<file path="src/rtl/slot_issue_tracker.sv">
// Tracks not-yet-queued slots of the fetched bundle group and grants up to WAYS per cycle in program order.
// Optional single-step limiting via SLOT_DEBUG_STEP_EN; grants are combinational, slotv/partial update next edge.
module slot_issue_tracker #(
  parameter int SLOTS = 6,
  parameter int WAYS  = 2,
  parameter int QW    = $clog2(WAYS + 1)
) (
  input  logic             clk,
  input  logic             rst,
  input  logic             branchmiss,
  input  logic             phit,
  input  logic [SLOTS-1:0] ip_mask,
  input  logic [SLOTS-1:0] slot_jc,
  input  logic [SLOTS-1:0] take_branch,
  input  logic [QW-1:0]    canq,
  input  logic             debug_on,
  output logic [SLOTS-1:0] slotv,
  output logic [SLOTS-1:0] qmask,
  output logic [QW-1:0]    qcnt,
  output logic             adv,
  output logic             partial
);

  logic [SLOTS-1:0] slotv_q, slotv_d;
  logic             partial_q, partial_d;

  logic [SLOTS-1:0] pat;
  logic [SLOTS-1:0] grant;
  logic [QW-1:0]    lim;
  logic [QW-1:0]    cnt;
  logic             cut;
  logic             kill;

`ifndef SLOT_DEBUG_STEP_EN
  logic debug_on_unused;
  assign debug_on_unused = debug_on;
`endif

  always_comb begin
    pat   = slotv_q & {SLOTS{phit}} & ip_mask;
    lim   = (canq > QW'(WAYS)) ? QW'(WAYS) : canq;
`ifdef SLOT_DEBUG_STEP_EN
    if (debug_on && (lim > QW'(1))) lim = QW'(1);
`endif
    grant = '0;
    cnt   = '0;
    cut   = 1'b0;
    // Walk in program order; a jump/call or taken branch ends the group at that slot.
    for (int i = 0; i < SLOTS; i++) begin
      if (pat[i] && !cut && (cnt < lim)) begin
        grant[i] = 1'b1;
        cnt      = cnt + QW'(1);
        if (slot_jc[i] || take_branch[i]) cut = 1'b1;
      end
    end

    kill  = rst | branchmiss;
    qmask = kill ? '0 : grant;
    qcnt  = kill ? '0 : cnt;
    adv   = !kill && (|grant) && (cut || ((pat & ~grant) == '0));

    if (kill || adv) slotv_d = '1;
    else             slotv_d = slotv_q & ~qmask;
    partial_d = (slotv_d != '1);
  end

  always_ff @(posedge clk) begin
    if (rst) begin
      slotv_q   <= '1;
      partial_q <= 1'b0;
    end else begin
      slotv_q   <= slotv_d;
      partial_q <= partial_d;
    end
  end

  assign slotv   = slotv_q;
  assign partial = partial_q;

endmodule

</file>
<file path="config.mk">
export PLATFORM = sky130hd
export DESIGN_NAME = slot_issue_tracker
export DESIGN_NICKNAME = d
export VERILOG_FILES = /design/src/rtl/slot_issue_tracker.sv
export SDC_FILE = /design/constraint.sdc
export NUM_CORES = 1
export LEC_CHECK = 0
export ABC_AREA = 1
export CORE_ASPECT_RATIO = 0.8
export CORE_MARGIN = 1
export CORE_UTILIZATION = 30
export CTS_BUF_LIST = sky130_fd_sc_hd__clkbuf_16
export CTS_CLUSTER_DIAMETER = 40
export DETAILED_ROUTE_END_ITERATION = 7
export PLACE_DENSITY = 0.57
export SYNTH_ARGS = -nofsm -noshare
export SYNTH_HDL_FRONTEND = slang
export SYNTH_SLANG_ARGS = --single-unit
</file>
<file path="constraint.sdc">
create_clock -name clk -period 12.45 [get_ports clk]
set_clock_uncertainty 0.1 [all_clocks]
set_input_delay 2.49 -clock clk [delete_from_list [all_inputs] [get_ports clk]]
set_output_delay 2.49 -clock clk [all_outputs]
set_load 0.005 [all_outputs]
</file>
==> results of run 1 <==
state kept, by name (all words and copies together) (netlist names):
register  cells
partial       1
slotv         6
kinds of logic (layout without fill, tap and decap cells):
kind of cell	after synthesis	count (layout)	share of synthesized area, %
buffers and inverters	21	64	8.91
and+or+nand+nor	90	90	56.4
DFF	7	7	15.3
xor gates and xnor gates	1	1	0.959
AOI/OAI and AO/OA	15	15	10.1
adders and majority gates	6	6	8.22
synth_stat cells, drive strengths merged:
library cell  number
o32ai              1
a21oi              4
or2                7
inv               19
nand3             19
nand2             39
clkinv             2
o21a               1
o21ai              6
o211ai             3
xnor2              1
nand4              2
and3               2
and2               1
dfxtp              7
ha                 6
nor2              20
worst max-delay path: cells and delay by family:
family / cells / cell delay [ps]
simple gates: 23 / 2710
buf+inv: 7 / 1440
compound gates: 2 / 300
fa+ha+maj: 5 / 1090
xor+xnor: 1 / 170
metal layers:
metal  wire length (um)  vias to the layer above
li1                   -                      543
met1               1240                      450
met2               1040                       34
met3                163                        2
met4                  8                        0
met5                  0                        -
layout make-up:
type / count / area share, %
multi-input cells: 112 / 48.4
repair buffers: 39 / 27.3
flip-flops and latches: 7 / 9.80
inverters: 21 / 5.69
clock buffers: 3 / 5.25
well taps: 38 / 3.32
clock inverters: 1 / 0.262
power by group through the flow:
stage / clock network, mW / logic (mW) / registers, mW
2_1_floorplan: 0 / 0.0281 / 0.0244
5_1_grt: 0.0570 / 0.0498 / 0.0240
6_report: 0.0540 / 0.0446 / 0.0240
4_1_cts: 0.0549 / 0.0449 / 0.0240
3_5_place_dp: 0 / 0.0446 / 0.0243
3_3_place_gp: 0 / 0.0440 / 0.0243
metrics by stage:
step | cells | power [mW] | util [%] | setup WS, ps
floorplan | 140 | 0.0524 | - | 3230
global placement | 217 | 0.0683 | 47.8 | 1690
detailed placement | 217 | 0.0690 | 47.8 | 1600
CTS | 221 | 0.124 | 50.6 | 1590
global route | 221 | 0.131 | 50.6 | 1070
finish | 221 | 0.123 | 50.6 | 1630
path summary, 6_finish.rpt:
path	from	endpoint	slack, ps	cells past startpoint
worst max-delay path	phit	adv	1630	38
worst min-delay path	slotv[3]	slotv[3]	410	2
worst max register to register	slotv[0]	partial	7140	37
worst min register to register	slotv[3]	slotv[3]	410	2
placed cells by master, fill, tap and decap left out, types with 2 or more instances in the layout:
cell                              Yosys  layout
sky130_fd_sc_hd__or2_2                7       7
sky130_fd_sc_hd__o21ai_0              5       5
sky130_fd_sc_hd__nand3_1             13      13
sky130_fd_sc_hd__nand2_1             22      22
sky130_fd_sc_hd__o211ai_1             3       3
sky130_fd_sc_hd__clkinv_1             2       2
sky130_fd_sc_hd__ha_1                 6       6
sky130_fd_sc_hd__inv_2                2       2
sky130_fd_sc_hd__clkbuf_16            0       3
sky130_fd_sc_hd__nor2_2               3       3
sky130_fd_sc_hd__nand4_1              2       2
sky130_fd_sc_hd__and3_1               2       2
sky130_fd_sc_hd__a21oi_1              3       3
sky130_fd_sc_hd__dfxtp_1              7       7
sky130_fd_sc_hd__clkdlybuf4s50_1      0      39
sky130_fd_sc_hd__nand2_4              4       4
sky130_fd_sc_hd__nor2_1              15      15
sky130_fd_sc_hd__nand3_2              6       6
sky130_fd_sc_hd__nand2_2             13      13
sky130_fd_sc_hd__inv_1               16      17
==> results.ini, run 1 <==
[run_status]
outcome = finished, final reports clean

[power_and_ir_drop]
ir_worst_vdd_v = 0.0000697
clkPwrFrac_pct = 44.1
power.density_cell_area_mw_per_mm2 = 85.7
internal_power_uw = 85.9
seq_power_share_pct = 19.6
total_switching_power_uw = 36.7
netSwitchingFraction_pct = 29.9
leakage_nw = 0.666
combinationalPowerShare_pct = 36.4

[finish]
nets = 215
number_of_inserted_filler_cells_in_the_final_layout = 285
multi_input_comb_area_um2 = 692
num_antenna_cells = 0
fin_area_mm2 = 0.00143
final-seq-area_um2 = 140
area_growth_from_synthesis_to_layout_pct = 56.6
drive_above_1_share_pct = 23.0

[placement]
place_congestion = 0.838
detailed_place.area_mm2 = 0.00135
detailed_place_hpwl_mm = 2.09
port-buffer-count = 39

[sta]
finalSetupViolCount = 0
finalWorstPathRequiredPeriod_ps = 10820
timing.fmax_mhz = 92.4
worst_pin_slew_ps = 419
final_max_slew_viol_count = 0
final.period_utilization_pct = 86.9
hold_violations = 0
setup_tns_ps = 0
timing.hold.ws_ps = 413
relSlewSlack_pct = 71.8
rsz_0062_raised_after_global_routing = no

[critical_path]
start_kind = input pin
cp_data_arrival_time_ps = 8230
critical_path.max_fanout = 7
cp-end-kind = primary output
cpPeakStageDelay_ps = 590
setup.worst_path.class = in -> out
worst_path_max_delay_cell = sky130_fd_sc_hd__clkdlybuf4s50_1
critical_path_required_ps = 9860
critical_path.most_common_cell = sky130_fd_sc_hd__nand2_1

[global_route]
grt-ovfl-total = 0
grt_max_degree = 10
grtUsageTotal_pct = 16.2
initial_antenna_violation_count = 0
grt.met1_usage_pct = 20.9
globalRouteMet3Util_pct = 5.13
grt_busiest_layer = met2
number_of_global_route_vias_before_repair = 985
grt_pass1_wl_mm = 4.11
globalRouteMet2Util_pct = 26.4

[floorplanning]
rows = 17
die_height_um = 51.4
top_level_ports = 41
die-area_mm2 = 0.00327
placeableCoreArea_mm2 = 0.00283
starting_density_of_the_core_pct = 32.3
floorplan.die.width_um = 63.7

[clock_network]
clock_path_buffers = 2
clk_latency_ps = 230
postCtsHoldBufs = 0
cts-resized-gates = 0
number_of_buffers_added_by_the_clock_tree_synthesis_step = 3
htree_num_levels = 1
ctsRootBufferMaster = sky130_fd_sc_hd__clkbuf_16
cts.sink_count = 7
clkSlewWorstSetupHoldPaths_ps = 40
clock_tree_from_tritoncts = built
cts_setup_buffers = 0

[routing]
firstDrtPassIters = 4
ant_nets = 0
detailroute.via_count = 1029
average_vias_per_placed_instance = 4.66
routed_wirelength_mm = 2.45
routed_wire_length_per_instance_um = 11.1
drcViolationCount = 0
detailedRoute.firstIterationViolations = 26

[synth]
yosys_top_cell_by_area = sky130_fd_sc_hd__dfxtp_1
synthesis.area_per_instance_um2 = 6.52
flip_flop_and_latch_count_after_synthesis = 7
netlist_area_pre_place_um2 = 913
yosysWarningCount = 0
yosys.area.top_type_share_pct = 15.3
yosysSeqAreaShare_pct = 15.3
synth_area_leaders = sky130_fd_sc_hd__dfxtp_1, sky130_fd_sc_hd__nand2_1, sky130_fd_sc_hd__nand2_2, sky130_fd_sc_hd__ha_1, sky130_fd_sc_hd__nand3_1
synth_cell_type_count = 27
mappedNetlistNets = 171
netlist_instances = 140

[worst_hold_path]
worstHoldPathType = reg -> reg

[run]
maxCapViolCount = 0

No activity file was read; power rests on OpenSTA's default activity.
==> run 2, diff against run 1 <==
--- a/config.mk
+++ b/config.mk
@@ -6,13 +6,14 @@
 export NUM_CORES = 1
 export LEC_CHECK = 0
 export ABC_AREA = 1
-export CORE_ASPECT_RATIO = 0.8
+export CORE_ASPECT_RATIO = 1.1
 export CORE_MARGIN = 1
 export CORE_UTILIZATION = 30
 export CTS_BUF_LIST = sky130_fd_sc_hd__clkbuf_16
 export CTS_CLUSTER_DIAMETER = 40
 export DETAILED_ROUTE_END_ITERATION = 7
 export PLACE_DENSITY = 0.57
+export SETUP_SLACK_MARGIN = 0.4
 export SYNTH_ARGS = -nofsm -noshare
 export SYNTH_HDL_FRONTEND = slang
 export SYNTH_SLANG_ARGS = --single-unit
==> run 2 against run 1 <==
Combinational power about the same. Critical path depth unchanged. Global-route usage up 1.6 points. Fmax down 0.65%. Die area about the same. Non-clock buffer count unchanged. Register-to-register slack worse by 40 ps. Sequential cell count unchanged. Clock power up 0.7%. Core utilization down 0.20 points. Critical endpoint unchanged. Highest routed layer unchanged.
==> results.ini, run 2 (synthesis results as in run 1) <==
[worst_hold_path]
worstHoldPathType = reg -> reg
whs_endpoint = slotv[3]
holdCritStartpoint = slotv[3]
min_delay_path_depth = 2

[critical_path]
worst_path_max_delay_cell = sky130_fd_sc_hd__clkdlybuf4s50_1
cpPeakStageDelay_ps = 620
start_kind = input pin
timing.reg2reg.worst_path_depth = 37
reg2reg_slack_ps = 7100
critical_path.most_common_cell = sky130_fd_sc_hd__nand2_1
reg2reg_to = partial
setup.worst_path.class = in -> out
cp-end-kind = primary output
timing.rr.start = slotv[0]
critical_path_required_ps = 9860
cp_data_arrival_time_ps = 8300
critical_path.max_fanout = 7

[run_status]
outcome = finished, final reports clean

[routing]
drcViolationCount = 0
average_vias_per_placed_instance = 4.71
detailedRoute.firstIterationViolations = 19
routed_wirelength_mm = 2.55
firstDrtPassIters = 4
ant_nets = 0
detailroute.via_count = 1018
routed_wire_length_per_instance_um = 11.8

[finish]
final-seq-area_um2 = 140
drive_above_1_share_pct = 23.0
number_of_flip_flops_under_the_largest_register_name = 6
layout.cells.most_common_list = sky130_fd_sc_hd__clkdlybuf4s50_1, sky130_fd_sc_hd__nand2_1, sky130_fd_sc_hd__inv_1, sky130_fd_sc_hd__nor2_1
final_cells = 216
nets = 215
multi_input_comb_area_um2 = 692
number_of_inserted_filler_cells_in_the_final_layout = 276
num_antenna_cells = 0
layout.cells.most_common = sky130_fd_sc_hd__clkdlybuf4s50_1
area_growth_from_synthesis_to_layout_pct = 55.9

[clock_network]
postCtsHoldBufs = 0
clock_tree_from_tritoncts = built
cts-resized-gates = 0
clkSlewWorstSetupHoldPaths_ps = 40
cts.sink_count = 7
clk_latency_ps = 230
number_of_buffers_added_by_the_clock_tree_synthesis_step = 3
clock_path_buffers = 2
ctsRootBufferMaster = sky130_fd_sc_hd__clkbuf_16
htree_num_levels = 1
cts_setup_buffers = 0

[sta]
finalWorstPathRequiredPeriod_ps = 10890
final.period_utilization_pct = 87.5
rsz_0062_raised_after_global_routing = no
relSlewSlack_pct = 72.3
final_max_slew_viol_count = 0
timing.fmax_mhz = 91.8
finalSetupViolCount = 0
setup_tns_ps = 0
worst_pin_slew_ps = 414
timing.hold.ws_ps = 417
hold_violations = 0

[floorplanning]
top_level_ports = 41
placeableCoreArea_mm2 = 0.00283
floorplan.die.width_um = 54.6
rows = 20
die-area_mm2 = 0.00327
die_height_um = 59.9
starting_density_of_the_core_pct = 32.3

[global_route]
grt-ovfl-total = 0
grt_pass1_wl_mm = 4.35
grtUsageTotal_pct = 17.8
initial_antenna_violation_count = 0
number_of_global_route_vias_before_repair = 1042
grt_max_degree = 10

[power_and_ir_drop]
ir_worst_vdd_v = 0.0000885
leakage_nw = 0.666
total_power_uw = 123
power.density_cell_area_mw_per_mm2 = 86.5

[run]
maxCapViolCount = 0

[placement]
port-buffer-count = 39
detailed_place_hpwl_mm = 2.14
numPlacedInstances = 212
place_congestion = 0.824

## run 2: final cells by class
type | instances | area share (%)
repair buffers | 39 | 27.4
clock inverters | 1 | 0.264
multi-input cells | 112 | 48.6
flip-flops and latches | 7 | 9.84
well taps | 33 | 2.90
inverters | 21 | 5.71
clock buffers | 3 | 5.27
## run 2: how the worst max path moves through the flow
| stage | from | slack, ps | cells after the start | end |
|---|---|---|---|---|
| 2_1_floorplan | canq[1] | 3230 | 34 | adv |
| 3_3_place_gp | phit | 1610 | 36 | adv |
| 3_5_place_dp | phit | 1520 | 38 | adv |
| 4_1_cts | phit | 1510 | 38 | adv |
| 5_1_grt | phit | 930 | 38 | adv |
| 6_report | phit | 1560 | 38 | adv |
## run 2: metrics by stage
step / setup WS, ps / util (%) / area, um^2
final: 1560 / 50.4 / 1420
after global routing: 931 / 50.4 / 1420
after CTS: 1510 / 50.4 / 1420
after detailed placement: 1520 / 47.6 / 1350
after global placement: 1610 / 47.6 / 1350
after floorplan: 3230 / - / 913
## run 2: where the power goes
part / switching [mW] / leakage (nW) / internal (mW)
sequential: 0.000572 / 0.0570 / 0.0235
combinational: 0.0242 / 0.567 / 0.0206
clock: 0.0126 / 0.0423 / 0.0418
## run 2: worst max-delay path: cells and delay by family
family          cells  cell delay, ps
simple gates       23            2800
fa+ha+maj           5            1060
xor+xnor            1             170
buf+inv             7            1500
compound gates      2             280
## run 2: per-layer routing
| metal | track usage (%) | share of wire [%] | vias up |
|---|---|---|---|
| met4 | 5.86 | 0.47 | 0 |
| met1 | 23.1 | 46 | 449 |
| met3 | 0.763 | 3.5 | 2 |
| met5 | 0 | 0 | - |
| met2 | 30.6 | 49 | 30 |
| li1 | - | - | 537 |
==> run 3, diff against run 2 <==
--- a/config.mk
+++ b/config.mk
@@ -8,11 +8,11 @@
 export ABC_AREA = 1
 export CORE_ASPECT_RATIO = 1.1
 export CORE_MARGIN = 1
-export CORE_UTILIZATION = 30
+export CORE_UTILIZATION = 45
 export CTS_BUF_LIST = sky130_fd_sc_hd__clkbuf_16
 export CTS_CLUSTER_DIAMETER = 40
 export DETAILED_ROUTE_END_ITERATION = 7
-export PLACE_DENSITY = 0.57
+export PLACE_DENSITY = 0.82
 export SETUP_SLACK_MARGIN = 0.4
 export SYNTH_ARGS = -nofsm -noshare
 export SYNTH_HDL_FRONTEND = slang
==> run 3 against run 2 <==
Total power decreased by 0.31%. Routed wire length decreased by 6.8%. Worst hold slack got worse by 7.5 ps. Sequential cell count unchanged.
==> results.ini, run 3 (synthesis results as in run 1) <==
[run_status]
outcome = finished, final reports clean

[clock_network]
postCtsHoldBufs = 0
clkSlewWorstSetupHoldPaths_ps = 40
cts-resized-gates = 0
clock_path_buffers = 2
clock_tree_from_tritoncts = built
number_of_buffers_added_by_the_clock_tree_synthesis_step = 3
clk_latency_ps = 230
cts.sink_count = 7
cts_setup_buffers = 0
ctsRootBufferMaster = sky130_fd_sc_hd__clkbuf_16
htree_num_levels = 1

[routing]
average_vias_per_placed_instance = 4.94
routed_wirelength_mm = 2.38
ant_nets = 0
drcViolationCount = 0
routed_wire_length_per_instance_um = 11.3
detailroute.via_count = 1038
firstDrtPassIters = 2
detailedRoute.firstIterationViolations = 10

[sta]
rsz_0062_raised_after_global_routing = no
worst_case_setup_margin_in_the_final_layout_ps = 1590
timing.fmax_mhz = 92.1
worst_pin_slew_ps = 467
hold_violations = 0
final_max_slew_viol_count = 0
finalSetupViolCount = 0
finalWorstPathRequiredPeriod_ps = 10860
relSlewSlack_pct = 68.5
final.period_utilization_pct = 87.2
timing.hold.ws_ps = 410
setup_tns_ps = 0

[critical_path]
cp_data_arrival_time_ps = 8270
critical_path.n_buffers_inverters = 6
cp-end-kind = primary output
setup.worst_path.class = in -> out
cpPeakStageDelay_ps = 610
critical_path_required_ps = 9860
reg2reg_slack_ps = 7070
worst_path_max_delay_cell = sky130_fd_sc_hd__clkdlybuf4s50_1
critical_path.most_common_cell = sky130_fd_sc_hd__nand2_1
critical_path.max_fanout = 7
critical-path-top-delay-family = simple AND/OR/NAND/NOR gates
start_kind = input pin

[floorplanning]
starting_density_of_the_core_pct = 49.6
rows = 16
die_height_um = 49.3
die-area_mm2 = 0.00221
top_level_ports = 41
floorplan.die.width_um = 45.0
placeableCoreArea_mm2 = 0.00184

[power_and_ir_drop]
ir_worst_vdd_v = 0.0000938
leakage_nw = 0.666
power.density_cell_area_mw_per_mm2 = 86.7
total_power_uw = 123

[placement]
place_congestion = 0.776
port-buffer-count = 39
detailed_place_hpwl_mm = 1.96
place_worst_setup_slack_ps = 1600
numPlacedInstances = 206
detailed_place.area_mm2 = 0.00134

[worst_hold_path]
worstHoldPathType = reg -> reg

[global_route]
number_of_global_route_vias_before_repair = 1007
initial_antenna_violation_count = 0
grtUsageTotal_pct = 24.0
grt_pass1_wl_mm = 4.10
grt-ovfl-total = 0
grt_max_degree = 10

[finish]
area_growth_from_synthesis_to_layout_pct = 55.1
number_of_inserted_filler_cells_in_the_final_layout = 145
post-route-util_pct = 76.9
nets = 215
multi_input_comb_area_um2 = 692
layout.cells.most_common_list = sky130_fd_sc_hd__clkdlybuf4s50_1, sky130_fd_sc_hd__nand2_1, sky130_fd_sc_hd__inv_1, sky130_fd_sc_hd__nor2_1
drive_above_1_share_pct = 23.0
layout.cells.most_common = sky130_fd_sc_hd__clkdlybuf4s50_1
final_cells = 210
fin_area_mm2 = 0.00142
number_of_flip_flops_under_the_largest_register_name = 6
num_antenna_cells = 0
final-seq-area_um2 = 140

[run]
maxCapViolCount = 0

==> run 3: cell counts in the layout (fill, tap and decap cells not counted) <==
Identical to the previous run, type by type.
==> run 3: final cells by class <==
cell class,count,share of cell area (%)
clock buffers,3,5.30
flip-flops and latches,7,9.89
multi-input cells,112,48.9
clock inverters,1,0.265
repair buffers,39,27.6
inverters,21,5.74
well taps,27,2.39
==> run 3: report_power, final <==
part           leakage [nW]  switching (mW)  internal (mW)  total, mW
Clock                0.0423          0.0127         0.0418     0.0545
Combinational         0.567          0.0237         0.0206     0.0443
Sequential           0.0570        0.000539         0.0235     0.0240
==> run 3: layer usage <==
layer,GRT usage (%),wire (um),vias to the layer above
met5,0,0,-
met4,7.58,46,0
met3,3.70,115,6
met2,41.8,1160,29
met1,29.0,1060,462
li1,-,-,541
==> run 3: worst paths after layout <==
| check | from | end | depth (start not counted) |
|---|---|---|---|
| worst max-delay path | phit | adv | 36 |
| worst min-delay path | slotv[2] | slotv[2] | 2 |
| worst max register to register | slotv[0] | partial | 35 |
| worst min register to register | slotv[2] | slotv[2] | 2 |
==> run 3: worst reg2reg max path: cells and delay by family, from the launching register on <==
| kind | cells | cell delay, ps |
|---|---|---|
| adder cells (fa/ha/maj) | 5 | 1170 |
| flip-flops | 1 | 360 |
| AND/OR/NAND/NOR | 23 | 2810 |
| buffers and inverters | 3 | 200 |
| AO/OA/AOI/OAI | 3 | 430 |
| XOR/XNOR | 1 | 170 |
